[config.mk]
export PLATFORM = sky130hd
export DESIGN_NAME = fetch_unit_flat
export DESIGN_NICKNAME = d
export VERILOG_FILES = /design/src/rtl/fetch_unit_if.sv /design/src/rtl/fetch_unit.sv /design/src/flat_wrapper.sv
export SDC_FILE = /design/constraint.sdc
export NUM_CORES = 1
export LEC_CHECK = 0
export BUFFER_PORTS_ARGS = -buffer_cell sky130_fd_sc_hd__buf_2
export CORE_ASPECT_RATIO = 0.7
export CORE_MARGIN = 2
export CORE_UTILIZATION = 45
export CTS_BUF_LIST = sky130_fd_sc_hd__clkbuf_16
export CTS_CLUSTER_SIZE = 40
export DETAILED_ROUTE_END_ITERATION = 12
export HOLD_SLACK_MARGIN = 0.02
export MAX_ROUTING_LAYER = met4
export PLACE_DENSITY = 0.81
export SLEW_MARGIN = 20
export SYNTH_ARGS = -nofsm -noshare
export SYNTH_HDL_FRONTEND = slang
export SYNTH_SLANG_ARGS = --single-unit
[constraint.sdc]
create_clock -name clk_i -period 1.9 [get_ports clk_i]
set_input_delay 0.095 -clock clk_i [delete_from_list [all_inputs] [get_ports clk_i]]
set_output_delay 0.095 -clock clk_i [all_outputs]
set_load 0.02 [all_outputs]
[src/rtl/fetch_unit_if.sv]
// Fetch unit bus bundle: instruction-memory request/response
// channel plus the fetch slot handed to decode.
interface fetch_unit_if;
    logic        imem_req_valid_o;
    logic        imem_req_ready_i;
    logic [31:0] imem_req_addr_o;
    logic        imem_rsp_valid_i;
    logic [31:0] imem_rsp_data_i;
    logic        fetch_valid_o;
    logic        fetch_ready_i;
    logic [31:0] fetch_pc_o;
    logic [31:0] fetch_instr_o;

    modport master (
        output imem_req_valid_o,
        output imem_req_addr_o,
        input  imem_req_ready_i,
        input  imem_rsp_valid_i,
        input  imem_rsp_data_i,
        output fetch_valid_o,
        output fetch_pc_o,
        output fetch_instr_o,
        input  fetch_ready_i
    );

    modport slave (
        input  imem_req_valid_o,
        input  imem_req_addr_o,
        output imem_req_ready_i,
        output imem_rsp_valid_i,
        output imem_rsp_data_i,
        input  fetch_valid_o,
        input  fetch_pc_o,
        input  fetch_instr_o,
        output fetch_ready_i
    );
endinterface

[src/rtl/fetch_unit.sv]
// Instruction fetch stage: one outstanding imem request, a
// one-entry output slot, and redirect with in-flight drop.
module fetch_unit #(
    parameter logic [31:0] RESET_PC = 32'h0000_0000
) (
    input  logic         clk_i,
    input  logic         rstn_i,
    input  logic         redirect_valid_i,
    input  logic [31:0]  redirect_pc_i,
    fetch_unit_if.master bus
);

    typedef enum logic [1:0] {
        S_REQ,
        S_WAIT,
        S_DRAIN
    } state_e;

    localparam logic [31:0] RST_PC = {RESET_PC[31:2], 2'b00};

    state_e      state_q, state_d;
    logic [31:0] pc_q, pc_d;
    logic [31:0] req_pc_q, req_pc_d;
    logic        slot_valid_q, slot_valid_d;
    logic [31:0] slot_pc_q, slot_pc_d;
    logic [31:0] slot_instr_q, slot_instr_d;

    logic        req_valid;
    logic        req_fire;
    logic        xfer;
    logic [31:0] redir_pc;

    // Outputs and handshake qualifiers; everything masked in reset
    always_comb begin
        redir_pc  = redirect_pc_i & 32'hFFFF_FFFC;
        req_valid = rstn_i
                  && (state_q == S_REQ)
                  && (!slot_valid_q || bus.fetch_ready_i)
                  && !redirect_valid_i;
        req_fire  = req_valid && bus.imem_req_ready_i;
        xfer      = slot_valid_q && bus.fetch_ready_i;

        bus.imem_req_valid_o = req_valid;
        bus.imem_req_addr_o  = pc_q;
        bus.fetch_valid_o    = rstn_i && slot_valid_q;
        bus.fetch_pc_o       = slot_pc_q;
        bus.fetch_instr_o    = slot_instr_q;
    end

    // Next-state: FSM, PC sequencing, slot load/drain, redirect
    always_comb begin
        state_d      = state_q;
        pc_d         = pc_q;
        req_pc_d     = req_pc_q;
        slot_valid_d = slot_valid_q;
        slot_pc_d    = slot_pc_q;
        slot_instr_d = slot_instr_q;

        if (xfer) begin
            slot_valid_d = 1'b0;
        end

        unique case (state_q)
            S_REQ: begin
                if (req_fire) begin
                    req_pc_d = pc_q;
                    pc_d     = pc_q + 32'd4;
                    state_d  = S_WAIT;
                end
            end
            S_WAIT: begin
                if (bus.imem_rsp_valid_i) begin
                    state_d = S_REQ;
                    if (!redirect_valid_i) begin
                        slot_valid_d = 1'b1;
                        slot_pc_d    = req_pc_q;
                        slot_instr_d = bus.imem_rsp_data_i;
                    end
                end else if (redirect_valid_i) begin
                    state_d = S_DRAIN;
                end
            end
            S_DRAIN: begin
                if (bus.imem_rsp_valid_i) begin
                    state_d = S_REQ;
                end
            end
            default: begin
                state_d = S_REQ;
            end
        endcase

        // Redirect wins: new PC, and the slot is flushed untransferred
        if (redirect_valid_i) begin
            pc_d         = redir_pc;
            slot_valid_d = 1'b0;
        end
    end

    // State registers with synchronous active-low reset
    always_ff @(posedge clk_i) begin
        if (!rstn_i) begin
            state_q      <= S_REQ;
            pc_q         <= RST_PC;
            req_pc_q     <= RST_PC;
            slot_valid_q <= 1'b0;
            slot_pc_q    <= 32'd0;
            slot_instr_q <= 32'd0;
        end else begin
            state_q      <= state_d;
            pc_q         <= pc_d;
            req_pc_q     <= req_pc_d;
            slot_valid_q <= slot_valid_d;
            slot_pc_q    <= slot_pc_d;
            slot_instr_q <= slot_instr_d;
        end
    end

endmodule

[src/flat_wrapper.sv]
// flat-port wrapper written by rule: the top's interface ports become plain ports
module fetch_unit_flat 
#(
    parameter logic [31:0] RESET_PC = 32'h0000_0000
)
  (clk_i, rstn_i, redirect_valid_i, redirect_pc_i, bus_imem_req_valid_o, bus_imem_req_addr_o, bus_imem_req_ready_i, bus_imem_rsp_valid_i, bus_imem_rsp_data_i, bus_fetch_valid_o, bus_fetch_pc_o, bus_fetch_instr_o, bus_fetch_ready_i);
  fetch_unit_if bus_i ();
  input  logic clk_i;
  input  logic rstn_i;
  input  logic redirect_valid_i;
  input  logic [31:0] redirect_pc_i;
  output wire logic [$bits(bus_i.imem_req_valid_o)-1:0] bus_imem_req_valid_o;
  output wire logic [$bits(bus_i.imem_req_addr_o)-1:0] bus_imem_req_addr_o;
  input wire logic [$bits(bus_i.imem_req_ready_i)-1:0] bus_imem_req_ready_i;
  input wire logic [$bits(bus_i.imem_rsp_valid_i)-1:0] bus_imem_rsp_valid_i;
  input wire logic [$bits(bus_i.imem_rsp_data_i)-1:0] bus_imem_rsp_data_i;
  output wire logic [$bits(bus_i.fetch_valid_o)-1:0] bus_fetch_valid_o;
  output wire logic [$bits(bus_i.fetch_pc_o)-1:0] bus_fetch_pc_o;
  output wire logic [$bits(bus_i.fetch_instr_o)-1:0] bus_fetch_instr_o;
  input wire logic [$bits(bus_i.fetch_ready_i)-1:0] bus_fetch_ready_i;
  assign bus_imem_req_valid_o = bus_i.imem_req_valid_o;
  assign bus_imem_req_addr_o = bus_i.imem_req_addr_o;
  assign bus_i.imem_req_ready_i = bus_imem_req_ready_i;
  assign bus_i.imem_rsp_valid_i = bus_imem_rsp_valid_i;
  assign bus_i.imem_rsp_data_i = bus_imem_rsp_data_i;
  assign bus_fetch_valid_o = bus_i.fetch_valid_o;
  assign bus_fetch_pc_o = bus_i.fetch_pc_o;
  assign bus_fetch_instr_o = bus_i.fetch_instr_o;
  assign bus_i.fetch_ready_i = bus_fetch_ready_i;
  fetch_unit #(.RESET_PC(RESET_PC)) u_core (.clk_i(clk_i), .rstn_i(rstn_i), .redirect_valid_i(redirect_valid_i), .redirect_pc_i(redirect_pc_i), .bus(bus_i));
endmodule
==> summary.md, run 1 <==
| Metric | Value |
|---|---|
| Status | complete, but fails checks |
| Failing checks | negative setup slack |
| RePlAce Congestion | approximately 0.84 |
| Required @ worst endpoint | around 2.2 ns |
| Core area | about 11000 µm² |
| Tot Pwr | roughly 6.3 mW |
| Clk root buf | clkbuf_16 |
| Detail Route Antenna Nets | 0 |
| Vias/cell | about 5.2 |
| Largest net degree at the start of global routing | 63 |
| Clock share of power | around 47% |
| CP Class | reg -> reg |
| Port bufs | approximately 160 |
| Rows | 32 |
| Synth Area in Adders | 0.248% |
| Min Tclk post-route | between 1.5 and 2 ns |
| Net switching fraction of the power | roughly a quarter |
| First-pass GRT wire length | ~25000 µm |
| Max clock buf depth | 2 |
| Syn Inst Count | 645 |
| Vias | between 5000 and 6000 |
| Clock sink count | approximately 130 |
| Ports | about 170 |
| Layout cell share with drive strength beyond 1 | between 30% and 40% |
| Most area-hungry cell type in the Yosys netlist | dfxtp_1 |
| CP max stage delay | approximately 0.5 ns |
| Final Hold Fails | 0 |
| Sequential share of the synthesized area | between 40% and 50% |
| Initial antenna violation count | 1 |
| Max Clock Skew | 0.00531 ns |
| Layout Cells excl Fill | about 1100 |
| Placed insts | just under 1000 |
| NetSw | 1.51 mW |
| Worst skew pair latency | between 0.4 and 0.5 ns |
| Die height | 92.5 µm |
| 1st-iter DRT viols | between 300 and 400 |
| Worst Path Buf+Inv | 3 |
| Number of enable flip-flop cells after synthesis | 0 |
| PD cells | around 840 nW/µm² |
| CTS tree | done |
| Post-synth ARST share | 0% |
| FF+latch count, synth | between 100 and 150 |
| Worst hold path type | in -> reg |
| Comb pwr share | 9.9% |
| Congestion Overflow GR | 0 |
| Mux cell area share after synthesis | under 10% |
| Area Growth Syn to Fin | 49.1% |
| Most used DFF post-synth | dfxtp_1 |
| Leak Pwr | ~3.1 nW |
| Dpl ws | 0.00785 ns |
| Relative slew slack | around two thirds |
| Initial Util | around 46% |
| Fmax | about 0.5 GHz |
| Internal Pwr Total | 4.84 mW |
| Slew at the pin with the worst max-slew slack | 0.490 ns |
| Post-synthesis cell area | between 5000 and 6000 µm² |
| Most common cell after layout, fill and taps aside | nand2_1 |
| Data arrival time of the critical path | roughly 2.3 ns |
| Drt pass-1 iters | 5 |
| Post-Syn Area per Cell | roughly 7.8 µm² |
| Final worst slack | -0.0910 ns |
| Peak supply drop | between 0.6 and 0.7 mV |
| MaxCap Viol Count | 0 |
| Compound-Gate Fraction of Synth Area | 17.6% |
| Max-slew violation count | 0 |
| NumNets Final | just under 1000 |
| Post-Synth XOR/XNOR Area | 1.39% |
| Most frequent cells in the layout | 212 x nand2_1, 161 x buf_2, 116 x a21oi_1, 116 x dfxtp_1, 58 x dlygate4sd3_1 |
| RSZ-0062 raised after global routing | true |
| Main combinational cell family by area after synthesis | simple AND/OR/NAND/NOR gates |
| WL per Instance | approximately 15 µm |
| Top post-synthesis cells by area | dfxtp_1 50%, nand2_1 16%, a21oi_1 12% |
| Die width | roughly 130 µm |
| Register share of total power | a little over two fifths |
| Cell variety after synth | 50 |
| Total Routing Usage GR | around 27% |
| Ys Warns | 0 |
| Crit-path cells | nor4b_2, buf_4, nand3_4, buf_12, buf_4, o311ai_0, a21oi_1 |
| Vias in the first global route | 5082 |
| Simple-gate share of the synthesized area | roughly a quarter |
| Die ar. | about 12000 µm² |
| CP most frequent cell | buf_4 |
| CP max stage cell | o311ai_0 |
| H-tree levels | 4 |
| Routed WL | 16100 µm |
| Fill count | 891 |
| Final period util | 105% |
| DP HPWL | between 10000 and 15000 µm |
| DRC viols | 0 |
| CTS buffer count | 17 |
| Share of the synthesized area in the top cell type | between 40% and 50% |
| CTS clk-pin slew, worst paths | roughly 0.050 ns |
| Critical path peak fanout | 12 |
| Crit end category | register |
| Crit path max-delay family | compound AO/OA/AOI/OAI gates |
| Final Setup Violations | 1 |
| CP startpoint kind | register |
-- per-layer routing --
metal / vias up / track usage [%] / wire length (µm)
met2: 216 / 39.8 / 7250
met5: - / - / 0
li1: 2688 / - / -
met3: 34 / 6.07 / 1090
met1: 2602 / 34.8 / 7340
met4: 0 / 12.1 / 390
-- path summary, 6_finish.rpt --
kind | from | endpoint | slack, ns | depth (start not counted)
max | u_core.state_q[0]$_SDFFE_PN0P_ | u_core.bus.imem_req_addr_o[8]$_SDFFE_PN0P_ | -0.09 | 7
min reg2reg | u_core.bus.fetch_instr_o[11]$_SDFFE_PN0P_ | u_core.bus.fetch_instr_o[11]$_SDFFE_PN0P_ | 0.45 | 2
max reg2reg | u_core.state_q[0]$_SDFFE_PN0P_ | u_core.bus.imem_req_addr_o[8]$_SDFFE_PN0P_ | -0.09 | 7
min | redirect_pc_i[17] | u_core.bus.imem_req_addr_o[17]$_SDFFE_PN0P_ | 0.05 | 3
-- cells by family (layout without fill, tap and decap cells) --
family          count (synthesis)  after routing
fa+ha+maj                       1              1
other cells                     1              5
xor+xnor                        8              8
compound gates                159            159
simple gates                  287            287
mux                             8              8
buf+inv                        56            310
flops                         125            125
-- state kept, by name (all words and copies together), names as in the netlist --
register and cells:
u_core.slot_valid_q 1, u_core.req_pc_q 30, u_core.bus.imem_req_addr_o 30, u_core.state_q 2, u_core.bus.fetch_instr_o 32, u_core.bus.fetch_pc_o 30
-- power groups by stage --
stage / Clock, mW / Sequential, mW / Combinational [mW]
finish: 2.99 / 2.73 / 0.628
global route: 3.14 / 2.73 / 0.673
CTS: 3.01 / 2.73 / 0.606
detailed placement: 0 / 2.78 / 0.508
global placement: 0 / 2.78 / 0.504
floorplan: 0 / 2.84 / 0.206
-- metrics by stage --
stage	hold slack [ns]	setup TNS [ns]	util [%]	area, µm²
5_1_grt	0.0480	-0.225	68.5	7510
3_5_place_dp	0.306	0	57.6	6320
2_1_floorplan	0.172	-0.0762	-	5100
6_report	0.0467	-0.0910	68.5	7510
4_1_cts	0.0210	0	67.9	7450
3_3_place_gp	0.298	0	57.6	6320
-- synth_stat cells, types with 6 or more instances --
cell and count:
nand2_1 212, o21ai_0 11, xnor2_1 8, nor3_1 9
dfxtp_1 125, nand3_1 12, a21oi_1 116, clkbuf_1 40
nor4_1 12, and3_1 6, nor2_1 12
-- what timing repair did --
| item | 4_1_cts | 5_1_grt |
|---|---|---|
| gates resized for setup | 1 | 14 |
| endpoints found under the hold margin | 58 | 0 |
| endpoints found under the setup margin | 3 | 23 |
| buffers inserted | 0 | 0 |
| hold buffers | 58 | 0 |
| pin swaps | 0 | 2 |
-- tightest hold or removal path: cells and delay by family --
family / cells / cell delay, ns
AND/OR/NAND/NOR: 1 / 0.12
AO/OA/AOI/OAI: 1 / 0.13
buffers and inverters: 1 / 0.08
-- area by class of cell --
cell class / instances / area, µm² / share of cell area [%]
sequential: 125 / 2520 / 33.6
clock inverter: 14 / 114 / 1.52
inverter: 6 / 23.8 / 0.316
timing repair buffer: 273 / 1820 / 24.3
antenna: 1 / 2.50 / 0.0333
tap: 153 / 191 / 2.55
clock buffer: 17 / 425 / 5.66
multi-input combinational: 467 / 2410 / 32.1
Note: power is estimated with default switching activity, not from simulation.
==> run 2: changes to the inputs <==
--- a/config.mk
+++ b/config.mk
@@ -15,6 +15,7 @@
 export HOLD_SLACK_MARGIN = 0.02
 export MAX_ROUTING_LAYER = met4
 export PLACE_DENSITY = 0.81
+export SKIP_LAST_GASP = 1
 export SLEW_MARGIN = 20
 export SYNTH_ARGS = -nofsm -noshare
 export SYNTH_HDL_FRONTEND = slang
==> run 2 against run 1 <==
  * The flow now finishes without violations
  * Global-route usage stayed put
  * Cell count unchanged
  * Register-to-register slack better by 0.12 ns
  * Sequential share of layout area is essentially flat
  * Design area about the same
  * Clock power hardly changed
  * Combinational power about the same
  * Via count is 0.36% higher
  * Fmax increased by 6.3%
  * Critical endpoint is now u_core.bus.imem_req_addr_o[31]$_SDFFE_PN0P_
  * Highest routed layer unchanged
==> summary.md, run 2 (synthesis results as in run 1) <==
| Metric | Value |
|---|---|
| Crit end category | register |
| Initial Util | 45.9% |
| First-pass GRT wire length | 24600 µm |
| PD cells | between 800 and 900 nW/µm² |
| Tot Pwr | between 6 and 7 mW |
| 1st-iter DRT viols | ~440 |
| Largest net degree at the start of global routing | 63 |
| Status | finished, final reports clean |
| CTS clk-pin slew, worst paths | about 0.05 ns |
| H-tree levels | 4 |
| Die height | 92.5 µm |
| R2R setup slack | about 0.028 ns |
| Area Growth Syn to Fin | 48.9% |
| Hold path depth | 3 |
| Post-route core utilization | 68.4% |
| Final period util | around 100% |
| Fmax | between 0.5 and 0.6 GHz |
| Relative slew slack | between 60 and 70% |
| Vias in the first global route | 5082 |
| Critical path peak fanout | 6 |
| Reg2reg end | u_core.bus.imem_req_addr_o[31]$_SDFFE_PN0P_ |
| Congestion Overflow GR | 0 |
| Placed Instance Area | between 6000 and 7000 µm² |
| WL per Instance | roughly 15 µm |
| Ports | ~170 |
| Data arrival time of the critical path | between 2 and 2.5 ns |
| CTS tree | done |
| Leak Pwr | roughly 3.1 nW |
| Clk root buf | clkbuf_16 |
| MaxCap Viol Count | 0 |
| Worst hold path type | in -> reg |
| Port bufs | roughly 160 |
| Rows | 32 |
| Required @ worst endpoint | around 2.2 ns |
| FF/Latch Area | 2520 µm² |
| Reg2Reg Depth | 6 |
| Max clock buf depth | 2 |
| Total Routing Usage GR | ~27% |
| Routed WL | 16000 µm |
| Area of the multi-input gates | 2410 µm² |
| Most common cell after layout, fill and taps aside | nand2_1 |
| Worst r2r src | u_core.bus.imem_req_addr_o[7]$_SDFFE_PN0P_ |
| Crit path to | u_core.bus.imem_req_addr_o[31]$_SDFFE_PN0P_ |
| Setup TNS | 0 ns |
| Fill count | 891 |
| Slew at the pin with the worst max-slew slack | approximately 0.50 ns |
| CTS buffer count | 17 |
| Final Hold Fails | 0 |
| DP HPWL | 10100 µm |
| Max reg flops | 32 |
| Design Area, Final | roughly 7500 µm² |
| Start point of the critical path | u_core.bus.imem_req_addr_o[7]$_SDFFE_PN0P_ |
| Drt pass-1 iters | 5 |
| Core area | ~11000 µm² |
| Hold WS | around 0.04 ns |
| Postcts setup bufs | 0 |
| Final Setup Violations | 0 |
| Initial antenna violation count | 1 |
| Layout cell share with drive strength beyond 1 | approximately 30% |
| Clock sink count | between 100 and 150 |
| Vias | 5560 |
| Max Clock Skew | roughly 0.005 ns |
| CP startpoint kind | register |
| NumNets Final | 961 |
| Detail Route Antenna Nets | 0 |
| RePlAce Congestion | about 0.84 |
| Die ar. | roughly 12000 µm² |
| CP Class | reg -> reg |
| Max-slew violation count | 0 |
| Peak supply drop | between 0.6 and 0.7 mV |
| Worst skew pair latency | approximately 0.42 ns |
| Min Tclk post-route | 1.87 ns |
| DRC viols | 0 |
| Most frequent cells in the layout | 212 x nand2_1, 161 x buf_2, 116 x a21oi_1, 116 x dfxtp_1, 58 x dlygate4sd3_1 |
| RSZ-0062 raised after global routing | true |
| Vias/cell | around 5.3 |
| Die width | 130 µm |
[run 2: cell counts in the layout (fill, tap and decap cells not counted)]
Identical to the previous run, type by type.
[run 2: layout make-up]
| cell class | count | area share [%] |
|---|---|---|
| flip-flops and latches | 125 | 33.6 |
| multi-input cells | 467 | 32.1 |
| repair buffers | 273 | 24.3 |
| clock buffers | 17 | 5.67 |
| well taps | 153 | 2.55 |
| clock inverters | 14 | 1.52 |
| inverters | 6 | 0.317 |
| diodes | 1 | 0.0333 |
[run 2: worst max-delay path, cell delays in order (launching register included)]
cell,delay (ns)
dfxtp_2,0.35
nand4_4,0.14
or3_4,0.43
buf_4,0.16
nor4_1,0.42
xnor2_1,0.16
o21ai_0,0.09
[run 2: what timing repair did]
item / in CTS / in global routing
endpoints found under the setup margin: 3 / 23
endpoints found under the hold margin: 58 / 0
hold buffers: 58 / 0
pin swaps: 0 / 2
gates resized for setup: 1 / 12
[run 2: how the worst min path moves through the flow]
stage	endpoint	slack [ns]	start
2_1_floorplan	u_core.state_q[1]$_SDFFE_PN0P_	0.17	bus_imem_rsp_valid_i
6_report	u_core.bus.imem_req_addr_o[17]$_SDFFE_PN0P_	0.04	redirect_pc_i[17]
3_3_place_gp	u_core.state_q[1]$_SDFFE_PN0P_	0.30	bus_imem_rsp_valid_i
5_1_grt	u_core.bus.imem_req_addr_o[8]$_SDFFE_PN0P_	0.03	redirect_pc_i[8]
4_1_cts	u_core.bus.imem_req_addr_o[8]$_SDFFE_PN0P_	0.02	redirect_pc_i[8]
3_5_place_dp	u_core.state_q[1]$_SDFFE_PN0P_	0.31	bus_imem_rsp_valid_i
[run 2: layer usage]
metal | vias up | wire (µm) | GRT usage (%)
met1 | 2594 | 7060 | 34.8
met3 | 34 | 1240 | 6.07
li1 | 2688 | - | -
met5 | - | 0 | -
met4 | 0 | 340 | 12.1
met2 | 244 | 7380 | 39.8
[run 2: report_power, final]
group | total, mW | switching, mW | internal [mW] | leakage (nW)
clock | 2.99 | 1.12 | 1.87 | 0.276
combinational | 0.626 | 0.339 | 0.287 | 1.83
sequential | 2.73 | 0.0488 | 2.68 | 1.02
total | 6.35 | 1.51 | 4.84 | 3.12
[run 2: through the flow]
step / cells / setup WS [ns]
floorplan: 648 / -0.0762
global placement: 966 / 0.0202
detailed placement: 966 / 0.00785
CTS: 1055 / 0.00947
global route: 1056 / -0.0647
finish: 1056 / 0.0275
==> run 3: changes to the inputs <==
--- a/config.mk
+++ b/config.mk
@@ -8,13 +8,13 @@
 export BUFFER_PORTS_ARGS = -buffer_cell sky130_fd_sc_hd__buf_2
 export CORE_ASPECT_RATIO = 0.7
 export CORE_MARGIN = 2
-export CORE_UTILIZATION = 45
+export CORE_UTILIZATION = 54
 export CTS_BUF_LIST = sky130_fd_sc_hd__clkbuf_16
 export CTS_CLUSTER_SIZE = 40
 export DETAILED_ROUTE_END_ITERATION = 12
 export HOLD_SLACK_MARGIN = 0.02
 export MAX_ROUTING_LAYER = met4
-export PLACE_DENSITY = 0.81
+export PLACE_DENSITY = 0.91
 export SKIP_LAST_GASP = 1
 export SLEW_MARGIN = 20
 export SYNTH_ARGS = -nofsm -noshare
==> constraint.sdc (replaced) <==
create_clock -name clk_i -period 2.3 [get_ports clk_i]
set_input_delay 0.115 -clock clk_i [delete_from_list [all_inputs] [get_ports clk_i]]
set_output_delay 0.115 -clock clk_i [all_outputs]
set_load 0.02 [all_outputs]
==> run 3 against run 2 <==
  * Global-route usage increased by 7.3 points
  * Utilization rose by 10 points
  * Critical endpoint is now u_core.bus.imem_req_addr_o[10]$_SDFFE_PN0P_
  * Fmax is 15% lower
  * Worst hold slack gained 0.00097 ns
  * Critical path depth is the same
  * Highest routed layer unchanged
  * Die area shrank 16%
  * Combinational power down 28%
  * Via count up 1.8%
  * Non-clock buffer count down 40
  * Routed wire length increased by 6.9%
==> summary.md, run 3 (synthesis results as in run 1) <==
| Metric | Value |
|---|---|
| Slew at the pin with the worst max-slew slack | between 0.5 and 0.6 ns |
| Drt pass-1 iters | 5 |
| Detail Route Antenna Nets | 0 |
| Congestion Overflow GR | 0 |
| Internal Pwr Total | approximately 4.0 mW |
| Peak supply drop | between 0.5 and 0.6 mV |
| Hold_sp | redirect_pc_i[8] |
| Max-slew violation count | 0 |
| Comb pwr share | around 8.5% |
| CP max stage cell | nor4b_2 |
| Worst skew pair latency | around 0.42 ns |
| RePlAce Congestion | approximately 0.94 |
| Hold worst-path end | u_core.bus.imem_req_addr_o[8]$_SDFFE_PN0P_ |
| CP Class | reg -> reg |
| Vias/cell | ~5.7 |
| Setup TNS | 0 ns |
| CP max stage delay | approximately 0.39 ns |
| Largest net degree at the start of global routing | 117 |
| Initial Util | between 50% and 60% |
| Fill count | about 620 |
| Reg2Reg Depth | 6 |
| Vias in the first global route | 5284 |
| Vias | ~5700 |
| Inserted Diodes | 0 |
| Fmax | approximately 0.46 GHz |
| Relative slew slack | between 60% and 70% |
| Layout Cells excl Fill | 987 |
| Ports | around 170 |
| Total Routing Usage GR | 34.1% |
| NetSw | roughly 1.3 mW |
| CTS tree | done |
| Layout cell share with drive strength beyond 1 | a little over a quarter |
| Worst r2r src | u_core.state_q[1]$_SDFFE_PN0P_ |
| WL per Instance | roughly 17 µm |
| 1st-iter DRT viols | between 500 and 600 |
| CP startpoint kind | register |
| Max reg flops | 32 |
| Postcts setup bufs | 0 |
| Final Hold Fails | 0 |
| Final period util | 95.3% |
| Routed WL | around 17000 µm |
| H-tree levels | 4 |
| Crit end category | register |
| CTS clk-pin slew, worst paths | about 0.060 ns |
| Die height | ~85 µm |
| Max clock buf depth | 2 |
| Min Tclk post-route | between 2 and 2.5 ns |
| Reg2reg end | u_core.bus.imem_req_addr_o[10]$_SDFFE_PN0P_ |
| Net switching fraction of the power | 25.1% |
| Die ar. | about 10000 µm² |
| Required @ worst endpoint | 2.64 ns |
| Hold path depth | 3 |
| NumNets Final | a little over 900 |
| PD cells | approximately 750 nW/µm² |
| Clk root buf | clkbuf_16 |
| Initial antenna violation count | 0 |
| DP HPWL | between 9000 and 10000 µm |
| First-pass GRT wire length | around 26000 µm |
| Status | finished, final reports clean |
| Most common cell after layout, fill and taps aside | nand2_1 |
| Leak Pwr | 2.90 nW |
| R2R setup slack | between 0.1 and 0.15 ns |
| DRC viols | 0 |
| Register share of total power | 42.7% |
| Crit-path cells | nor4b_2, nand3_2, buf_4, nor3_1, mux2_2, a21oi_1 |
| Placed insts | 900 |
| Max Clock Skew | between 0.007 and 0.008 ns |
| Clock share of power | roughly half |
| Start point of the critical path | u_core.state_q[1]$_SDFFE_PN0P_ |
| Critical path peak fanout | 51 |
| Data arrival time of the critical path | roughly 2.5 ns |
| Clock sink count | about 130 |
| Worst hold path type | in -> reg |
| RSZ-0062 raised after global routing | false |
| Port bufs | ~160 |
| Rows | 29 |
| MaxCap Viol Count | 0 |
| Final Setup Violations | 0 |
| Core area | 9070 µm² |
| CTS buffer count | 17 |
| Most frequent cells in the layout | 212 x nand2_1, 161 x buf_2, 125 x dfxtp_1 |
| Die width | approximately 120 µm |
| Area Growth Syn to Fin | 41.1% |
[run 3: area by class of cell]
type	count	area [µm²]	area share, %
clock buffers	17	425	5.98
clock inverters	15	148	2.08
inverters	6	23.8	0.334
multi-input cells	467	2330	32.8
flip-flops and latches	125	2500	35.2
well taps	124	155	2.18
repair buffers	233	1520	21.4
[run 3: how the worst max path moves through the flow]
stage / to / slack [ns]
floorplan: u_core.bus.imem_req_addr_o[23]$_SDFFE_PN0P_ / 0.14
global placement: u_core.bus.imem_req_addr_o[9]$_SDFFE_PN0P_ / 0.20
detailed placement: u_core.bus.imem_req_addr_o[27]$_SDFFE_PN0P_ / 0.12
CTS: u_core.bus.imem_req_addr_o[10]$_SDFFE_PN0P_ / 0.06
global route: u_core.bus.imem_req_addr_o[10]$_SDFFE_PN0P_ / 0.02
finish: u_core.bus.imem_req_addr_o[10]$_SDFFE_PN0P_ / 0.11
[run 3: power by group through the flow]
stage | registers [mW] | logic [mW] | clock network [mW]
2_1_floorplan | 2.35 | 0.168 | 0
6_report | 2.28 | 0.453 | 2.60
4_1_cts | 2.27 | 0.433 | 2.59
3_3_place_gp | 2.31 | 0.348 | 0
5_1_grt | 2.28 | 0.478 | 2.70
3_5_place_dp | 2.32 | 0.357 | 0
[run 3: through the flow]
step / setup WS [ns] / power [mW] / utilization [%] / hold slack, ns / cell area, µm²
after global routing: 0.0204 / 5.46 / 78.4 / 0.0574 / 7110
after floorplan: 0.137 / 2.52 / - / 0.192 / 5050
final: 0.108 / 5.34 / 78.4 / 0.0404 / 7110
after detailed placement: 0.117 / 2.68 / 65.9 / 0.330 / 5980
after global placement: 0.197 / 2.66 / 65.9 / 0.312 / 5980
after CTS: 0.0557 / 5.30 / 78.3 / 0.0213 / 7100
[run 3: worst max-delay path, delay by kind of cell, from the launching register on]
family          cells  cell delay (ns)
compound gates      1             0.16
buf+inv             1             0.32
flops               1             0.34
simple gates        3             0.90
mux                 1             0.37
[run 3: per-layer routing]
layer / wire length [µm] / share of wire [%] / global-route usage, % / vias up
met5: 0 / 0 / - / -
met2: 8090 / 47 / 55.3 / 359
li1: - / - / - / 2608
met4: 753 / 4.4 / 17.9 / 0
met3: 1530 / 8.9 / 7.39 / 93
met1: 6740 / 39 / 40.1 / 2598
[run 3: what timing repair did]
item,CTS,global route
resized for setup,0,1
hold endpoints to repair,55,0
hold buffers,55,0
endpoints found under the setup margin,0,9
